$ cat src/rtl/cnt_mod_updown.sv
// cnt_mod_updown: N-bit up/down counter with a runtime modulus (0..max),
// synchronous parallel load, and wrap / saturate / one-shot terminal handling.
// q, evt and done are registered; tc is a combinational view of q, max and dir.
module cnt_mod_updown #(
    parameter int N          = 8,
    parameter bit CLAMP_LOAD = 1'b1
) (
    input  logic         clk,
    input  logic         rst,
    input  logic         en,
    input  logic         dir,
    input  logic         load,
    input  logic [N-1:0] din,
    input  logic [N-1:0] max,
    input  logic [1:0]   mode,
    output logic [N-1:0] q,
    output logic         tc,
    output logic         evt,
    output logic         done
);

    localparam logic [N-1:0] ONE  = {{(N-1){1'b0}}, 1'b1};
    localparam logic [N-1:0] ZERO = {N{1'b0}};

    localparam logic [1:0] MODE_SAT     = 2'b01;
    localparam logic [1:0] MODE_ONESHOT = 2'b10;

    logic [N-1:0] count_q, count_d;
    logic         evt_q, evt_d;
    logic         done_q, done_d;

    // Terminal flag: counting up, any value at or above max is terminal, so a
    // max lowered below q still stops/wraps the counter instead of overflowing.
    always_comb begin
        tc = dir ? (count_q >= max) : (count_q == ZERO);
    end

    // Next-state: load beats enable; a finished one-shot ignores enable.
    always_comb begin
        count_d = count_q;
        evt_d   = 1'b0;
        done_d  = done_q;
        if (load) begin
            count_d = (CLAMP_LOAD && (din > max)) ? max : din;
            done_d  = 1'b0;
        end else if (en && !done_q) begin
            if (!dir && (count_q > max)) begin
                // Down-count from above a lowered max snaps into range; not a terminal event.
                count_d = max;
            end else if (tc) begin
                evt_d = 1'b1;
                case (mode)
                    MODE_SAT: begin
                        count_d = count_q;
                    end
                    MODE_ONESHOT: begin
                        count_d = count_q;
                        done_d  = 1'b1;
                    end
                    default: begin
                        count_d = dir ? ZERO : max;
                    end
                endcase
            end else if (dir) begin
                count_d = count_q + ONE;
            end else begin
                count_d = count_q - ONE;
            end
        end
    end

    // State registers with synchronous reset taking priority over everything.
    always_ff @(posedge clk) begin
        if (rst) begin
            count_q <= ZERO;
            evt_q   <= 1'b0;
            done_q  <= 1'b0;
        end else begin
            count_q <= count_d;
            evt_q   <= evt_d;
            done_q  <= done_d;
        end
    end

    assign q    = count_q;
    assign evt  = evt_q;
    assign done = done_q;

endmodule

$ cat config.mk
export PLATFORM = sky130hd
export DESIGN_NAME = cnt_mod_updown
export DESIGN_NICKNAME = d
export VERILOG_FILES = /design/src/rtl/cnt_mod_updown.sv
export SDC_FILE = /design/constraint.sdc
export NUM_CORES = 1
export LEC_CHECK = 0
export ABC_AREA = 1
export CAP_MARGIN = 20
export CORE_ASPECT_RATIO = 1.5
export CORE_UTILIZATION = 49
export CTS_BUF_LIST = sky130_fd_sc_hd__clkbuf_8
export DETAILED_ROUTE_END_ITERATION = 16
export PLACE_DENSITY = 0.79
export SYNTH_ARGS = -nofsm -noshare
export SYNTH_HDL_FRONTEND = slang
export SYNTH_SLANG_ARGS = --single-unit
$ cat constraint.sdc
create_clock -name clk -period 2 [get_ports clk]
set_clock_uncertainty 0.2 [all_clocks]
set_input_delay 0.2 -clock clk [delete_from_list [all_inputs] [get_ports clk]]
set_output_delay 0.2 -clock clk [all_outputs]
set_load 0.05 [all_outputs]
-- Word-level counts from Yosys, hierarchy flattened
Cells that the tools add are included.
- bits in registers: 10
- bits in latches: 0
- RAM bits: 0
- bits in read-only memories: 0
- input bits: 23
- output and inout port bits: 11
- word-level logic and storage cells: 34
- memories kept: 0
- add/sub/neg operators: 2
- multipliers: 0
- div/mod/pow operators: 0
- magnitude comparators: 3
- equality and inequality tests: 3
- shifts and indexed selects: 0
- multiplexer cells: 10
- bitwise gates (word level): 2
- reduce and logical (&&, ||, !) cells: 11
- operator list (kind ; number):
    8-bit 2-to-1 mux ; 8
    8-bit greater-than comparator ; 2
    8-bit by 1-bit adder with 8-bit output, second input constant ; 1
    8-bit >= comparator ; 1
    8-bit logical NOT ; 1
    8-bit by 1-bit subtractor with 8-bit output, second input constant ; 1
    4-bit by 3-bit != test with 1-bit output, second input constant ; 1
    4-bit AND reduction ; 1
    2-bit OR reduction ; 2
    4-bit OR reduction ; 1
    2-bit by 1-bit equality test with 1-bit output, second input constant ; 1
    2-bit equality test, second input constant ; 1
    1-bit logical AND ; 2
    1-bit logical NOT ; 2
    1-bit 2-to-1 mux ; 2
    1-bit NOT ; 2
    2-bit AND reduction ; 1
    2-bit nonzero test ; 1

-- Logic depth before layout (Yosys ltp)
Gate-level depths: netlist of run 1.
- depth after elaboration: 7
- depth in mapped cells: 17
- mapped depth without buffers: 16

-- Least setup slack after synthesis of run 1
Ideal clock, no wire load.
- path kind: reg-to-output
- start: register count_q[0] (netlist: q[0])
- end: output tc
- arrival: 1.990 ns
- required time: 1.600 ns
- slack: -0.390 ns
- stages on the path, launching flop included: 9
- path buffers: 0
- cells stage by stage: dfxtp_1 > inv_1 > ha_1 > nand2_1 > nor2_1 > a21oi_2 > nand3_2 > nand2_2 > inv_1
- cells in the longest elaborated chain, start to end: 2
- elaborated cells on any way between the ends: 3
- those cells by class: 1 x order compare; 1 x mux; 1 x reduce/logical
- ends and longest elaborated chain (what ; line ; text):
    from (decl) ; 28 ; logic [N-1:0] count_q, count_d;
    from (signal assigned) ; 79 ; count_q <= count_d;
    8-bit >= comparator or 8-bit logical NOT (tied branches) ; 35 ; tc = dir ? (count_q >= max) : (count_q == ZERO);
    1-bit 2-to-1 mux (*) ; 35 ;
    to (decl) ; 17 ; output logic tc,
Mark *: on every way between the ends. The rest lies on a longest branch, timed or not.

-- Worst setup path in the final report of run 1
- start: register count_q[7] (netlist: q[7])
- end: output tc
Same word-level chain as after synthesis.

==> impl_results.md, run 1 <==
- Pin count of the biggest net entering global routing: 17
- Largest family of logic cells by synthesized area: simple AND/OR/NAND/NOR gates
- N_diodes: 0
- Reg-to-Reg End: q[5]$_SDFFE_PP0P_
- Xor and xnor area share after synthesis: 0.0204
- Hold Crit Class: input port to flip-flop
- CTS buffer count: 3
- Clock root cell: clkbuf_8
- Reg2Reg Launch Point: q[7]$_SDFFE_PP0P_
- Reg2Reg Setup Slack: -0.01 ns
- CTS tree: yes
- WS Path Type: flip-flop to output pin
- DP Wirelength: roughly 3800 µm
- Final worst path period need: ~2 ns
- Initial antenna violation count: 0
- Seq/Total Area, Yosys: 0.117
- Fmax: around 0.5 GHz
- Fin nets: roughly 410
- RSZ-0062 raised after global routing: yes
- Finished Cell Area: approximately 0.0028 mm²
- Hold endpoint: q[1]$_SDFFE_PP0P_
- DR vias/cell: 5.31
- Pwr Density: 601 mW/mm²
- Die width: about 50 µm
- Antenna viol nets, final: 0
- DR pass1 iterations: 4
- Max Cap Violations: 0
- GP Congestion: 0.821
- Fin cells: 406
- Full die area: between 0.003 and 0.004 mm²
- Finish-stage setup viols: 3
- Area post-placement: ~0.0024 mm²
- # IOs: 34
- Worst reg-to-reg path cell count: 12
- Clk_lat worst skew: 0.24 ns
- Startpoint Class: flip-flop
- Slew HR: 0.667
- Final hold viol count: 0
- Final Cycle Share: 1.02
- DRC: 0
- Die Y: 74.5 µm
- Largest area contributor in the netlist: nand2_1
- Area grow syn2layout: 63.6%
- Initial Utilization: 0.508
- Share of the synthesized area in the top cell type: 0.221
- Cells after synthesis: about 290
- Setup TNS: -0.0740 ns
- Iter 0 DRT Violations: 76
- Drt wl/cell: 13.9 µm
- Worst Path Max Fanout: 2
- Global-route wire length before repair: just over 8000 µm
- Synth Warn #: 0
- Crit path arrival time: 1.63 ns
- # hold bufs at CTS: 0
- Max VDD drop: 0.377 mV
- Mapped Area: ~0.0017 mm²
- Inst Count DP: slightly below 400
- Pleak: ~0.0014 µW
- Simple-gate share of the synthesized area: 0.452
- Mux cell area share after synthesis: 0
- Hold path depth: 7
- CTS HTree Levels: 1
- Clock sinks: 10
- Seq cells post-synth: 10
- Total gr overflow: 0
- Via count of the routed design: around 2,200
- Drt total wl: 5630 µm
- Clk buf depth: 2
- Setup crit start: q[7]$_SDFFE_PP0P_
- PortBufs: 33
- Final core occ: 0.831
- Syn nets: approximately 340
- Adder-cell area share of the yosys netlist: 0.179
- Synth unique cells: 36
- Core ar.: around 0.0034 mm²
- Layout cell share with drive strength beyond 1: 0.346
- Failing checks: negative setup slack
- Crit. End Element: output pin
- Compound-gate portion of the synthesized area: 0.107
- Rows: 26
- Clock-pin slew of the registers on the worst-case setup and hold paths: approximately 0.050 ns
- WP data required: around 1.6 ns
- Hold path startpoint: din[1]
- Status: finished, violations left
- Setup ws final: -0.0318 ns
- Vias in the first global route: 1,951
- GRT Util Overall: 0.282
- Overall power: 1690 µW
- Worst-margin pin slew: 0.498 ns
- Mean Syn Cell Area: 5.94 µm²
- Pins over their slew limit: 0
- Dominant cells by area after synthesis: nand2_1 22%, ha_1 17%, dfxtp_1 12%
==> through the flow <==
stage / worst slack (ns) / hold WS, ns
global placement: -0.505 / 0.276
floorplan: -0.0123 / 0.210
global route: -0.131 / 0.296
detailed placement: -0.559 / 0.282
CTS: 0.00245 / 0.292
finish: -0.0318 / 0.261
==> synth_stat cells <==
cell / number
nand2_1: 101
inv_1: 40
nor2_1: 25
ha_1: 23
nand3_1: 18
a21oi_1: 14
dfxtp_1: 10
o21ai_0: 7
and2_1: 6
o21ai_1: 5
buf_6: 4
nand2_2: 4
nand4_1: 4
inv_2: 2
nand3_2: 2
nand4_2: 2
xnor2_1: 2
xor2_1: 2
a21o_1: 1
a21oi_2: 1
a22oi_1: 1
a31oi_1: 1
buf_2: 1
clkbuf_1: 1
clkinv_1: 1
fa_1: 1
nand2_4: 1
nand3b_1: 1
nor2_2: 1
nor2_4: 1
nor3_4: 1
nor4_4: 1
o21a_1: 1
o21ai_2: 1
o21bai_1: 1
or2_2: 1
==> area by class of cell <==
type	instances	area, µm²
flip-flops and latches	10	230
clock buffers	4	55.1
well taps	42	52.6
repair buffers	74	656
multi-input cells	233	1650
fillers	201	573
inverters	43	168
==> where the power goes <==
part	internal [µW]	total [µW]	switching, µW
Sequential	232	263	31.0
Clock	174	263	89.4
Combinational	500	1160	663
Total	906	1690	783
==> cell families after synthesis <==
logic type | after synthesis
xor+xnor | 4
simple gates | 169
buf+inv | 49
flops | 10
compound gates | 33
fa+ha+maj | 24
==> per-layer routing <==
layer / track usage / wire length, µm / vias to the layer above
met3: 0.0225 / 220 / 16
met2: 0.557 / 3180 / 76
met4: 0.133 / 121 / 0
met1: 0.293 / 2110 / 985
li1: - / - / 1080
met5: 0 / 0 / -
==> worst max path at each step <==
stage	slack, ns	to	cells after the start
CTS	0.002	tc	10
global route	-0.13	q[3]$_SDFFE_PP0P_	12
finish	-0.03	tc	7
detailed placement	-0.56	q[7]$_SDFFE_PP0P_	13
floorplan	-0.01	tc	8
global placement	-0.51	q[5]$_SDFFE_PP0P_	14
==> registers in the layout, indices dropped and copies added (netlist names) <==
register	count
evt	1
q	8
done	1
==> worst max-delay path, cell delays in order, from the launching register on <==
cell and delay (ns):
dfxtp_4 0.36, ha_4 0.25, a21o_1 0.18, nor2_4 0.15, nand3_4 0.11, nand2_4 0.10, clkinvlp_4 0.09, buf_12 0.15
==> layout by cell type, fill, tap and decap left out, types with 2 or more instances in the layout <==
| master | count |
|---|---|
| clkdlybuf4s50_1 | 18 |
| nand4_4 | 2 |
| clkbuf_8 | 4 |
| nor2_2 | 4 |
| inv_1 | 29 |
| ha_1 | 8 |
| nand2_4 | 8 |
| nand3_1 | 18 |
| nand2_1 | 93 |
| dfxtp_1 | 2 |
| inv_2 | 11 |
| dfxtp_4 | 8 |
| nor2_4 | 4 |
| a21oi_2 | 8 |
| ha_4 | 14 |
| nand4_1 | 4 |
| buf_6 | 2 |
| o21ai_1 | 7 |
| nor2_1 | 19 |
| xnor2_1 | 2 |
| and2_1 | 6 |
| nand2_2 | 8 |
| dlygate4sd2_1 | 8 |
| xor2_1 | 2 |
| o21ai_0 | 4 |
| buf_4 | 40 |
| a21oi_1 | 7 |
| dlymetal6s2s_1 | 3 |
==> what timing repair did <==
item                       4_1_cts  5_1_grt
resized for setup               39       42
setup endpoints to repair       11       10
buffers inserted                 5        2
gates cloned                     0        3
pin swaps                       13       19
No activity file was read; power rests on OpenSTA's default activity.
==> run 2: changes to the inputs <==
Settings changed: RECOVER_POWER set to 100.
==> impl_results.md, run 2 (same netlist as run 1, synthesis figures left out) <==
- Most common cell after layout, fill and taps aside: nand2_1
- Worst Path Max Fanout: 2 (unchanged)
- Setup crit start: q[7]$_SDFFE_PP0P_
- # IOs: 34 (unchanged)
- Die width: 50.3 µm (unchanged)
- Reg2Reg Launch Point: q[7]$_SDFFE_PP0P_
- Pins over their slew limit: 0 (unchanged)
- Commonest cells after routing, fill and taps aside: 93 x nand2_1, 36 x buf_4, 29 x inv_1, 19 x nor2_1, 18 x nand3_1
- Reg-to-Reg End: q[5]$_SDFFE_PP0P_
- Setup ws final: -0.0326 ns (-0.000792 ns)
- Drt total wl: 5630 µm (about the same)
- Global-route wire length before repair: 8090 µm (unchanged)
- CTS tree: yes
- WS Path Type: flip-flop to output pin
- RSZ-0062 raised after global routing: yes
- WHS: 0.262 ns (+0.000948 ns)
- Max FFs per register: 8 (unchanged)
- Overall power: 1680 µW (-0.60%)
- Crit. End Element: output pin
- DRC: 0 (unchanged)
- Hold path depth: 7 (unchanged)
- Worst-margin pin slew: 0.621 ns (+0.123 ns)
- WP data required: 1.60 ns (about the same)
- Fin nets: 412 (unchanged)
- Clock-pin slew of the registers on the worst-case setup and hold paths: 0.05 ns (about the same)
- Die Y: 74.5 µm (unchanged)
- Hold endpoint: q[1]$_SDFFE_PP0P_
- Hold Crit Class: input port to flip-flop
- Full die area: 0.00375 mm² (unchanged)
- Final Cycle Share: 1.02 (about the same)
- Layout cell share with drive strength beyond 1: 0.338 (-0.00824)
- Fmax: 0.492 GHz (about the same)
- Core ar.: 0.00338 mm² (unchanged)
- Post-place setup slack: -0.559 ns (unchanged)
- Rows: 26 (unchanged)
- Startpoint Class: flip-flop
- Pin count of the biggest net entering global routing: 17 (unchanged)
- # hold bufs at CTS: 0 (unchanged)
- Pleak: 0.00141 µW (-0.26%)
- CTS buffer count: 3 (unchanged)
- Max VDD drop: 0.377 mV (about the same)
- DP Wirelength: 3820 µm (unchanged)
- Reg2Reg Setup Slack: -0.01 ns (about the same)
- Final worst path period need: 2.03 ns (+0.000792 ns)
- Via count of the routed design: 2,132 (-1.2%)
- Max Cap Violations: 0 (unchanged)
- Total gr overflow: 0 (unchanged)
- Slew HR: 0.588 (-0.0790)
- Hold path startpoint: din[1]
- Area post-placement: 0.00235 mm² (unchanged)
- Clock root cell: clkbuf_8
- GRT Util Overall: 0.282 (unchanged)
- Finished Cell Area: 0.00280 mm² (-0.49%)
- Worst reg-to-reg path cell count: 12 (unchanged)
- Status: finished, violations left
- PortBufs: 33 (unchanged)
- Clock sinks: 10 (unchanged)
- Drt wl/cell: 13.9 µm (about the same)
- Failing checks: negative setup slack
- DR pass1 iterations: 4 (unchanged)
- Clk_lat worst skew: 0.24 ns (about the same)
- Initial antenna violation count: 0 (unchanged)
- Iter 0 DRT Violations: 83 (+9.2%)
- Finish-stage setup viols: 3 (unchanged)
- Pwr Density: 600 mW/mm² (-0.11%)
- Final hold viol count: 0 (unchanged)
- Vias in the first global route: 1,951 (unchanged)
- Layout fillers: 207 (+3.0%)
- Clk buf depth: 2 (unchanged)
- Antenna viol nets, final: 0 (unchanged)
- GP Congestion: 0.821 (unchanged)
- DR vias/cell: 5.25 (-1.2%)
- CTS HTree Levels: 1 (unchanged)
- Area grow syn2layout: 62.8%
- N_diodes: 0 (unchanged)
- Crit path arrival time: 1.63 ns (about the same)
- Setup TNS: -0.0712 ns (+0.00284 ns)
- Initial Utilization: 0.508 (unchanged)
-- run 2: cell types whose count changed in the layout (fill, tap and decap cells not counted), sizes merged --
cell / delta
clkbuf: +4
buf: -4
dlygate4sd3: +3
clkdlybuf4s50: -3
-- run 2: how the worst max path moves through the flow --
stage                             end  slack, ns  depth (start not counted)
finish                             tc      -0.03                          7
global placement    q[5]$_SDFFE_PP0P_      -0.51                         14
floorplan                          tc      -0.01                          8
global route        q[3]$_SDFFE_PP0P_      -0.13                         12
detailed placement  q[7]$_SDFFE_PP0P_      -0.56                         13
CTS                                tc      0.002                         10
-- run 2: critical path, cell delays in order, from the launching register on --
cell and delay (ns):
dfxtp_4 0.36, ha_4 0.25, a21o_1 0.18, nor2_4 0.15, nand3_4 0.11, nand2_4 0.10
clkinvlp_4 0.09, buf_12 0.15
-- run 2: layer usage --
metal  wire [µm]  track usage
met3         177       0.0225
met4         114        0.133
met1        2130        0.293
met5           0            0
met2        3210        0.557
-- run 2: cell type report --
class,count,area (µm²),share of cell area
Multi-Input combinational cell,233,1650,0.590
Timing Repair Buffer,74,642,0.230
Sequential cell,10,230,0.0823
Inverter,43,168,0.0600
Clock buffer,4,55.1,0.0197
Tap cell,42,52.6,0.0188
-- run 2: timing repair --
action,in CTS,in global routing
pin swaps,13,19
resized for setup,39,42
setup endpoints to repair,11,10
buffers inserted,5,2
gates cloned,0,3
-- run 2: where the power goes --
group | total, µW | internal [µW] | leakage [µW] | switching [µW]
clock network | 265 | 174 | 0.0000288 | 90.6
logic | 1150 | 490 | 0.00130 | 662
registers | 263 | 232 | 0.0000875 | 30.6
total | 1680 | 896 | 0.00141 | 783
-- run 2: metrics by stage --
stage                     utilization  instances
after floorplan                     -        289
after global placement          0.695        392
after detailed placement        0.695        392
after CTS                       0.763        401
after global routing            0.827        406
final                           0.827        406
